$ cat src/rtl/poly_mult_sequencer.sv
// poly_mult_sequencer
// Board-side front end for the polynomial multiplier core. Operand A and
// then B are taken from the slide switches, one per step press. The core is
// launched and watched with a timeout. The product coefficients are then
// shown on the LEDs, one per step press.
//
// Ports
//   man_clk    : single clock, rising edge
//   man_reset  : asynchronous, active-high reset
//   bits       : switch word; coefficient i = bits[i*CW +: CW]
//   step       : advance request, level-sampled on every edge
//   mul_a/b    : operands to the core (registered, stable from START to SHOW)
//   mul_start  : one-cycle launch pulse (START state)
//   mul_done   : core completion strobe, honoured only in WAIT
//   mul_prod   : product coefficients, k = mul_prod[k*PW +: PW]
//   LED        : display (switch echo / busy / coefficient / error pattern)
//   busy       : high in START and WAIT
//   err        : high in ERR
module poly_mult_sequencer #(
  parameter int N       = 4,
  parameter int CW      = 4,
  parameter int PW      = 10,
  parameter int TIMEOUT = 64
) (
  input  logic                    man_clk,
  input  logic                    man_reset,
  input  logic [15:0]             bits,
  input  logic                    step,
  output logic [N*CW-1:0]         mul_a,
  output logic [N*CW-1:0]         mul_b,
  output logic                    mul_start,
  input  logic                    mul_done,
  input  logic [(2*N-1)*PW-1:0]   mul_prod,
  output logic [15:0]             LED,
  output logic                    busy,
  output logic                    err
);

  localparam int NP  = 2*N-1;               // product coefficient count
  localparam int IW  = $clog2(NP);          // coefficient index width
  localparam int NS  = 2**IW;               // index space (padded)
  localparam int CTW = $clog2(TIMEOUT+1);   // timeout counter width

  localparam logic [IW-1:0]  LAST_IDX = IW'(NP-1);
  localparam logic [CTW-1:0] LAST_CNT = CTW'(TIMEOUT-1);

  typedef enum logic [2:0] {
    S_LOAD_A,
    S_LOAD_B,
    S_START,
    S_WAIT,
    S_SHOW,
    S_ERR
  } state_t;

  state_t                  state_q, state_d;
  logic [N*CW-1:0]         a_q, a_d;
  logic [N*CW-1:0]         b_q, b_d;
  logic [NP*PW-1:0]        prod_q, prod_d;
  logic [IW-1:0]           idx_q, idx_d;
  logic [CTW-1:0]          cnt_q, cnt_d;

  // Unpack the captured product into an index-addressable array. The array
  // is padded to a power of two so any index value selects a defined word.
  logic [NS-1:0][PW-1:0]   coef;
  logic [PW-1:0]           coef_sel;

  for (genvar k = 0; k < NS; k++) begin : g_coef
    if (k < NP) begin : g_used
      assign coef[k] = prod_q[k*PW +: PW];
    end else begin : g_pad
      assign coef[k] = '0;
    end
  end

  assign coef_sel = coef[idx_q];

  assign mul_a = a_q;
  assign mul_b = b_q;

  always_ff @(posedge man_clk or posedge man_reset) begin
    if (man_reset) begin
      state_q <= S_LOAD_A;
      a_q     <= '0;
      b_q     <= '0;
      prod_q  <= '0;
      idx_q   <= '0;
      cnt_q   <= '0;
    end else begin
      state_q <= state_d;
      a_q     <= a_d;
      b_q     <= b_d;
      prod_q  <= prod_d;
      idx_q   <= idx_d;
      cnt_q   <= cnt_d;
    end
  end

  always_comb begin
    state_d   = state_q;
    a_d       = a_q;
    b_d       = b_q;
    prod_d    = prod_q;
    idx_d     = idx_q;
    cnt_d     = '0;       // counter only runs while in WAIT
    mul_start = 1'b0;
    busy      = 1'b0;
    err       = 1'b0;
    LED       = bits;

    case (state_q)
      S_LOAD_A: begin
        if (step) begin
          a_d     = bits;
          state_d = S_LOAD_B;
        end
      end

      S_LOAD_B: begin
        if (step) begin
          b_d     = bits;
          state_d = S_START;
        end
      end

      // Launch cycle: step and mul_done are both ignored here.
      S_START: begin
        mul_start = 1'b1;
        busy      = 1'b1;
        LED       = 16'h8000;
        state_d   = S_WAIT;
      end

      // Done takes priority over an expiring timeout in the same cycle.
      S_WAIT: begin
        busy = 1'b1;
        LED  = 16'h8000;
        if (mul_done) begin
          prod_d  = mul_prod;
          idx_d   = '0;
          state_d = S_SHOW;
        end else if (cnt_q == LAST_CNT) begin
          state_d = S_ERR;
        end else begin
          cnt_d = cnt_q + 1'b1;
        end
      end

      S_SHOW: begin
        LED = {4'(idx_q), 12'(coef_sel)};
        if (step) begin
          if (idx_q == LAST_IDX) begin
            idx_d   = '0;
            state_d = S_LOAD_A;
          end else begin
            idx_d = idx_q + 1'b1;
          end
        end
      end

      S_ERR: begin
        err = 1'b1;
        LED = 16'hE000;
        if (step) state_d = S_LOAD_A;
      end

      default: state_d = S_LOAD_A;
    endcase
  end

endmodule

$ cat config.mk
export PLATFORM = sky130hd
export DESIGN_NAME = poly_mult_sequencer
export DESIGN_NICKNAME = d
export VERILOG_FILES = /design/src/rtl/poly_mult_sequencer.sv
export SDC_FILE = /design/constraint.sdc
export NUM_CORES = 1
export LEC_CHECK = 0
export CAP_MARGIN = 15
export CORE_MARGIN = 2
export CORE_UTILIZATION = 44
export CTS_CLUSTER_DIAMETER = 30
export DETAILED_ROUTE_END_ITERATION = 12
export PLACE_DENSITY = 0.75
export SLEW_MARGIN = 20
export SYNTH_ARGS = -nofsm -noshare
export SYNTH_HDL_FRONTEND = slang
export SYNTH_SLANG_ARGS = --single-unit
$ cat constraint.sdc
create_clock -name man_clk -period 3.5 [get_ports man_clk]
set_input_delay 0.525 -clock man_clk [delete_from_list [all_inputs] [get_ports man_clk]]
set_output_delay 0.525 -clock man_clk [all_outputs]
set_load 0.02 [all_outputs]
# Yosys cells after proc, flatten, opt, wreduce, memory -nomap -nowiden
# Index checks and enable logic that the tools add are counted.
# totals
word_cells	52
regBits	115
output_inout_bits	51
# classes
n_reduce_logical	8
mux	21
magnitude_cmp	1
add_sub_neg	2
n_eq_ne	14
# op_table
op	n
16-bit case mux with 3 select lines	1
10-bit binary-select mux with 3-bit select	1
3-bit two-way mux	10
7-bit two-way mux	3
3-bit case mux with 6 select lines	1
2-bit inequality test, second input constant	6
10-bit two-way mux	1
3-bit equality test, second input constant	3
7-bit by 1-bit adder with 7-bit output, second input constant	1
7-bit by 6-bit equality test with 1-bit output, second input constant	1
3-bit by 2-bit equality test with 1-bit output, second input constant	2
3-bit case mux with 2 select lines	1
2-bit AND reduction	3
6-bit AND reduction	1
3-bit by 4-bit < comparator with 1-bit output, second input constant	1
3-bit by 1-bit adder with 3-bit output, second input constant	1
3-bit by 1-bit equality test with 1-bit output, second input constant	1
3-bit zero test	1
1-bit two-way mux	3
3-bit inequality test, second input constant	1
3-bit AND reduction	1
2-bit nonzero test	1
2-bit OR reduction	1

# Logic depth before layout (Yosys ltp)
# logic_depth
ltp_word	4
mapped_depth	6
ltp_nobuf	5

# Worst setup path before layout
# Ideal clock, no wire load.
# synth_timing
path_type	reg-to-output
from	reg state_q[2]
to	out LED[9]
path_stages_with_launch	7
setup_slack_ns	1.408
arrival_time_ns	1.567
n_path_buf	2
required_time_ns	2.975
path_cell_list	dfrtp_1 clkbuf_4 inv_1 ha_1 clkbuf_1 nand3_1 o22ai_1
# synth_between
elab_chain_len	3
elab_cells_between_ends	6
cone_classes	eq/ne: 4; mux: 1; reduce/logical: 1
# synth_lines
element	line_no	source
start: declaration	56	state_t state_q, state_d;
start signal: assignment	90	state_q <= state_d;
3-bit by 2-bit equality test with 1-bit output	111	case (state_q)
2-bit OR reduction (no line)	--	
16-bit case mux with 3 select lines *	111	
end: declaration	34	output logic [15:0] LED,
# Every way passes the cells marked *; elsewhere a longest branch is shown, timed or not.

# Worst setup path after layout
# layout_timing
from	reg state_q[2]
to	out LED[12]
# Same word-level chain as after synthesis.

==> results.py <==
metrics = {
    "critical_path": {
        "cp_max_fo": 21,
        "required_ps": 2970,
        "worstPathArrival_ps": 2740,
        "r2r_end": "prod_q[35]",
        "path_class": "flop to primary output",
        "start_kind": "flop",
        "endpoint_kind": "primary output",
        "reg2reg_slack_ps": 1360,
        "timing.rr.start": "state_q[2]",
        "ff2ff_path_depth": 3,
    },
    "timing": {
        "maxSlewViolCount": 0,
        "worst_pin_slew_ps": 701,
        "rsz0062_at_grt": "no",
        "layout_setup_ws_ps": 234,
        "fmax_mhz": 306,
        "setup_viol": 0,
        "finalSetupTns_ps": 0,
        "max_slew_margin": 0.531,
        "period_share": 0.933,
        "worst_hold_slack_ps": 493,
        "skew_ps": 6.89,
        "min_period_ps": 3270,
        "final-hold-violation-count": 0,
    },
    "die": {
        "die_w_um": 114,
        "rows": 40,
        "dieArea_um2": 13000,
        "core_um2": 11900,
        "ios": 141,
        "die_h_um": 114,
        "start_util": 0.449,
    },
    "clock_network": {
        "path_clk_slew_ps": 50,
        "cts_tree": "yes",
        "hold_buffers": 0,
        "cts_inserted_buffers": 17,
        "max-clock-path-buffers": 2,
        "clock-sinks": 115,
        "h-tree-depth": 4,
        "cts_resized": 0,
        "clkLatencyLatePin_ps": 410,
        "cts_root_buf": "clkbuf_16",
        "post-cts-setup-buffers": 0,
    },
    "global_routing": {
        "grt_pass1_vias": 3995,
        "track_usage": 0.211,
        "grt-ovfl-total": 0,
        "grt_max_degree": 57,
        "grt_pass1_wl_um": 20700,
        "antenna_found_initial": 0,
    },
    "synthesis": {
        "synth_nets": 502,
        "synth_most_common_cell": "dfrtp_1",
        "yosysUniqueCellTypes": 44,
        "synthFlopType": "dfrtp_1",
        "synth_area_leaders": "dfrtp_1 54%, mux2_2 20%, mux2i_1 5.2%, o221ai_1 1.6%, inv_1 1.6%",
        "syn_area_per_cell_um2": 13.1,
        "synth-edff-count": 0,
        "ys_ff_latch": 115,
        "yosysSeqAreaShare": 0.538,
        "ys_top_cells_by_count": "115 x dfrtp_1, 97 x mux2_2, 28 x mux2i_1, 23 x inv_1, 17 x o21ai_0",
        "netlist_instances": 409,
        "async_flop_share": 1.00,
        "yosysWarnings": 0,
        "synth_top_area_frac": 0.538,
        "synth_area_leader_cell": "dfrtp_1",
        "netlist_area_um2": 5350,
    },
    "placed_design": {
        "gp_congestion": 0.806,
        "pre_cts_ws_ps": 471,
        "hpwl_um": 9660,
        "portBuffers": 140,
    },
    "pwr": {
        "p_seq_frac": 0.343,
        "p_comb_frac": 0.410,
        "p_clk_frac": 0.247,
        "power.total_mw": 7.02,
        "p_int_mw": 4.62,
        "ir_drop_mv": 0.372,
        "p_leak_nw": 3.11,
        "p_per_area_nw_per_um2": 939,
        "switching_share": 0.343,
        "p_switching_mw": 2.41,
    },
    "final_layout": {
        "regArea_um2": 2880,
        "syn_to_final_growth_pct": 39.9,
        "multiInputGateArea_um2": 2220,
        "diodes": 0,
        "post-route-util": 0.628,
        "filler_cell_count": 927,
        "drive_gt1_frac": 0.271,
        "nNetsFinal": 645,
    },
    "worst_hold_path": {
        "worst_hold_path.endpoint": "prod_q[32]",
        "hold_class": "flop to flop",
        "min_from": "prod_q[32]",
        "whs_path_depth": 1,
    },
    "detailed_routing": {
        "dr.pass1.iters": 5,
        "drc": 0,
        "viasPerCell": 5.33,
        "drtIter0Drc": 224,
        "routed_wirelength_um": 13200,
        "wire_per_inst_um": 18.5,
        "vias": 3797,
        "ant_nets": 0,
    },
    "job": {
        "cap_viol_max_count": 0,
    },
    "run_status": {
        "outcome": "finished, final reports clean",
    },
}
[stage by stage]
step / cells / instance area, um2
floorplan: 409 / 5350
global placement: 680 / 6870
detailed placement: 680 / 6870
CTS: 712 / 7480
global route: 712 / 7480
finish: 712 / 7480
[layer usage]
metal,vias to the layer above,global-route usage,routed length (um)
met2,122,0.364,6830
met1,1899,0.256,5380
li1,1757,-,-
met3,19,0.0609,767
met5,-,0,0
met4,0,0.0667,206
[power by group through the flow]
stage / registers, mW / clock network, mW / logic, mW
final: 2.41 / 1.73 / 2.88
after global routing: 2.48 / 1.82 / 3.08
after CTS: 2.41 / 1.75 / 2.90
after detailed placement: 2.42 / 0 / 2.88
after global placement: 2.39 / 0 / 2.82
after floorplan: 2.45 / 0 / 1.71
[critical path: stages (launching register included)]
cell and delay [ps]:
dfrtp_1 560, inv_1 150, ha_2 600, buf_4 230
nand3_1 60, o21ai_0 80, clkdlybuf4s50_1 630
[worst max-delay path by stage]
stage                     startpoint       to  slack, ps  cells after the start
after global placement    state_q[1]  LED[12]        540                      6
after floorplan           state_q[2]   LED[9]       1410                      6
after detailed placement  state_q[2]  LED[12]        470                      6
final                     state_q[2]  LED[12]        230                      6
after CTS                 state_q[1]  LED[12]         20                      6
after global routing      state_q[2]   LED[6]         40                      5
[logic make-up (layout without fill, tap and decap cells)]
family                   Yosys count  in the layout  share of synthesized area
buffers and inverters             51            207                     0.0463
multiplexers                     133            133                      0.276
AND/OR/NAND/NOR                   57             57                     0.0662
AO/OA/AOI/OAI                     46             46                     0.0599
flip-flops                       115            115                      0.538
adder cells (fa/ha/maj)            3              3                    0.00702
XOR/XNOR                           4              4                    0.00655
[layout by cell type (no fill, tap or decap), types with 2 or more instances in the layout]
cell,n
clkinv_2,5
mux2i_1,28
nand2b_1,2
mux2_2,97
nand2_1,8
clkdlybuf4s50_1,140
xnor2_1,2
clkinv_4,2
nand4_1,10
nand3_1,6
clkinvlp_4,5
bufinv_16,3
inv_1,22
a21oi_1,5
nor2b_1,4
ha_1,2
nor2_1,14
dfrtp_1,114
clkbuf_16,17
xor2_1,2
o21ai_0,17
a22oi_1,9
mux2_1,7
buf_4,10
o221ai_1,10
[final cells by class]
| type | count | area share |
|---|---|---|
| Timing Repair Buffer | 151 | 0.200 |
| Multi-Input combinational cell | 243 | 0.297 |
| Sequential cell | 115 | 0.385 |
| Inverter | 24 | 0.0125 |
| Tap cell | 147 | 0.0246 |
| Clock buffer | 18 | 0.0587 |
| Clock inverter | 14 | 0.0218 |
[flip-flops by register name (all words and copies together) (netlist names)]
name / cells
prod_q: 70
mul_a: 16
mul_b: 16
cnt_q: 7
idx_q: 3
state_q: 3
Power figures use the tool's default switching activity.
==> edit, RTL diff (same settings) <==
Add an input register stage for `bits`, `step`, `mul_done` and `mul_prod`, cleared by the reset; this delays them by one clock. Comments in the files are not updated.
--- a/src/rtl/poly_mult_sequencer.sv
+++ b/src/rtl/poly_mult_sequencer.sv
@@ -54,4 +54,23 @@
   } state_t;
 
+  logic [15:0] bits_q;
+  logic step_q;
+  logic mul_done_q;
+  logic [(2*N-1)*PW-1:0] mul_prod_q;
+
+  always_ff @(posedge man_clk or posedge man_reset) begin
+    if (man_reset) begin
+      bits_q     <= '0;
+      step_q     <= '0;
+      mul_done_q <= '0;
+      mul_prod_q <= '0;
+    end else begin
+      bits_q     <= bits;
+      step_q     <= step;
+      mul_done_q <= mul_done;
+      mul_prod_q <= mul_prod;
+    end
+  end
+
   state_t                  state_q, state_d;
   logic [N*CW-1:0]         a_q, a_d;
@@ -107,10 +126,10 @@
     busy      = 1'b0;
     err       = 1'b0;
-    LED       = bits;
+    LED       = bits_q;
 
     case (state_q)
       S_LOAD_A: begin
-        if (step) begin
-          a_d     = bits;
+        if (step_q) begin
+          a_d     = bits_q;
           state_d = S_LOAD_B;
         end
@@ -118,6 +137,6 @@
 
       S_LOAD_B: begin
-        if (step) begin
-          b_d     = bits;
+        if (step_q) begin
+          b_d     = bits_q;
           state_d = S_START;
         end
@@ -136,6 +155,6 @@
         busy = 1'b1;
         LED  = 16'h8000;
-        if (mul_done) begin
-          prod_d  = mul_prod;
+        if (mul_done_q) begin
+          prod_d  = mul_prod_q;
           idx_d   = '0;
           state_d = S_SHOW;
@@ -149,5 +168,5 @@
       S_SHOW: begin
         LED = {4'(idx_q), 12'(coef_sel)};
-        if (step) begin
+        if (step_q) begin
           if (idx_q == LAST_IDX) begin
             idx_d   = '0;
@@ -162,5 +181,5 @@
         err = 1'b1;
         LED = 16'hE000;
-        if (step) state_d = S_LOAD_A;
+        if (step_q) state_d = S_LOAD_A;
       end
 
Behaviour: not the same (Yosys sat finds a counterexample within 4 cycles, from zero or initial values and one cycle with man_reset high).
==> edit against the unedited design <==
Total power grew 38%; hold slack lost 0.046 ns; clock power grew 100%; area after synthesis grew 42%; setup slack lost 0.011 ns; highest routed layer unchanged; wire length grew 26%; sequential power grew 42%; largest power group is now the clock network; cell area grew 40%; count of clock-buffer cells in the layout grew 28; via count grew 21%; sequential cell count grew 88.
==> edit: results (changes against the unedited design) <==
The number of nets in the finished design came out at 759 (+18%). The post-synth net total was 596 (+19%). The biggest cell delay along the critical path came out at 0.66 ns (+0.03 ns). The static leakage power is 4.406 nW (+42%).

The worst register-to-register path ends at prod_q[46]$_DFFE_PP0P_. The post-detailed-placement cell area came out at 9205 µm² (+34%). The total via count after detailed routing was 4586 (+21%). The relative slew slack is 53.21% (+0.098 points). The final instance count without filler cells came out at 915 (+29%). The data arrival time of the critical path came out at 2.75 ns (about the same). The largest net degree at the start of global routing is 70 (+23%). The power consumed by combinational cells was 0.00280 W (-3%).

The worst hold path class is in2reg. The sequential cell area fraction in the yosys report came out at 66.86% (+13 points). Among all stages on the critical path, the largest delay is contributed by sky130_fd_sc_hd__nor3b_4. After synthesis, the cell types taking the most area are sky130_fd_sc_hd__dfrtp_1 67%, sky130_fd_sc_hd__mux2_2 12%, sky130_fd_sc_hd__mux2i_1 3.0%. The met2 routed wirelength was 8453 µm (+24%).

The worst hold path terminates at mul_prod_q[0]$_DFF_PP0_. The portion of total power attributed to the clock network came out at 35.7% (+11 points). The mean post-synth cell area was 15.10 µm² (+16%).

The run finished with clean final reports. The startpoint identified for the worst register-to-register timing path is state_q[1]$_DFFE_PP0P_. The number of post-CTS setup repair buffers was 0 (unchanged).

Grouping stages by cell kind, the critical path spends the most delay in simple AND/OR/NAND/NOR gates. The met1 capacity usage during global routing came out at 23.52% (-2.1 points). The number of buffers created by CTS is 37 (+20). The peak ir drop on the vdd network is 488.1 µV (+31%). The global-route usage over all layers came out at 18.95% (-2.1 points). The post-CTS resize count came out at 1 (+1). The routability-driven placement congestion ratio was 0.7708 (-4.3%). The share of power burned in combinational logic is 28.9% (-12 points). The met2 track demand over resource came to 32.01% (-4.4 points). The hold path startpoint is mul_prod[0]. The count of unique library cells instantiated by Yosys came out at 41 (-6.8%).

The post-detailed-placement half-perimeter wirelength was 11390 µm (+18%). The buffer levels on the longest clock path is 3 (+1). The final clock skew is 0.02069 ns (+0.01380 ns).

The met3 global-route usage is 4.003% (-2.1 points). The length of routed wiring on met1 was 6782 µm (+26%). The number of cells in the design after placement was 852 (+25%). The internal cell power came out at 0.006797 W (+47%).

The proportion of layout cells with a drive suffix above 1 came out at 26.23% (-0.85 points). The highest fanout seen on the critical path is 17 (-19%). The met3 wirelength from detailed routing came out at 907 µm (+18%). The critical path ends at LED[9]. The total wire length was 16620 µm (+26%).

The clock insertion delay at the later pin of the skew report came out at 0.51 ns (+0.10 ns). Counting instances in the post-synthesis netlist gives the leading cell types as 203 x sky130_fd_sc_hd__dfrtp_1, 84 x sky130_fd_sc_hd__mux2_2, 24 x sky130_fd_sc_hd__inv_1. The first-pass GRT wire length was 26550 µm (+28%). The first-pass detailed-route iteration total came out at 4 (-1).
## edit: changes by cell type after synthesis, moves of 4 or more
cell,change
sky130_fd_sc_hd__buf_2,-8
sky130_fd_sc_hd__nand2_1,+7
sky130_fd_sc_hd__mux2i_1,-5
sky130_fd_sc_hd__buf_6,+8
sky130_fd_sc_hd__clkbuf_1,+4
sky130_fd_sc_hd__mux2_4,+10
sky130_fd_sc_hd__nor2_1,+4
sky130_fd_sc_hd__mux2_2,-13
sky130_fd_sc_hd__o21ai_0,+6
sky130_fd_sc_hd__mux2_1,-6
sky130_fd_sc_hd__dfrtp_1,+88
sky130_fd_sc_hd__nand4_1,-4
## edit: cells by family (layout without fill, tap and decap cells)
group / after synthesis / in the layout / synth area share [%]
buffers and inverters: 53 / 240 / 4.051
XOR/XNOR: 3 / 3 / 0.3459
adder cells (fa/ha/maj): 3 / 3 / 0.4941
AND/OR/NAND/NOR: 65 / 65 / 4.727
flip-flops: 203 / 203 / 66.86
multiplexers: 122 / 122 / 18.79
AO/OA/AOI/OAI: 54 / 54 / 4.726
## edit: area by class of cell
class	instances	area, µm²	area share [%]
Clock inverter	17	232.7	2.229
Inverter	25	100.1	0.9587
Timing Repair Buffer	152	1529	14.64
Tap cell	225	281.5	2.696
Clock buffer	46	989.7	9.479
Sequential cell	203	5082	48.68
Multi-Input combinational cell	247	2226	21.32
## edit: per-stage QoR
stage          worst slack (ns)  utilization, %  hold slack (ns)
4_1_cts                  0.1101           60.94           0.4315
3_3_place_gp             0.5040           53.78           0.4458
3_5_place_dp             0.4066           53.78           0.4583
5_1_grt                 0.04072           61.00           0.4389
6_report                 0.2228           61.00           0.4470
2_1_floorplan            0.3447               -           0.4257
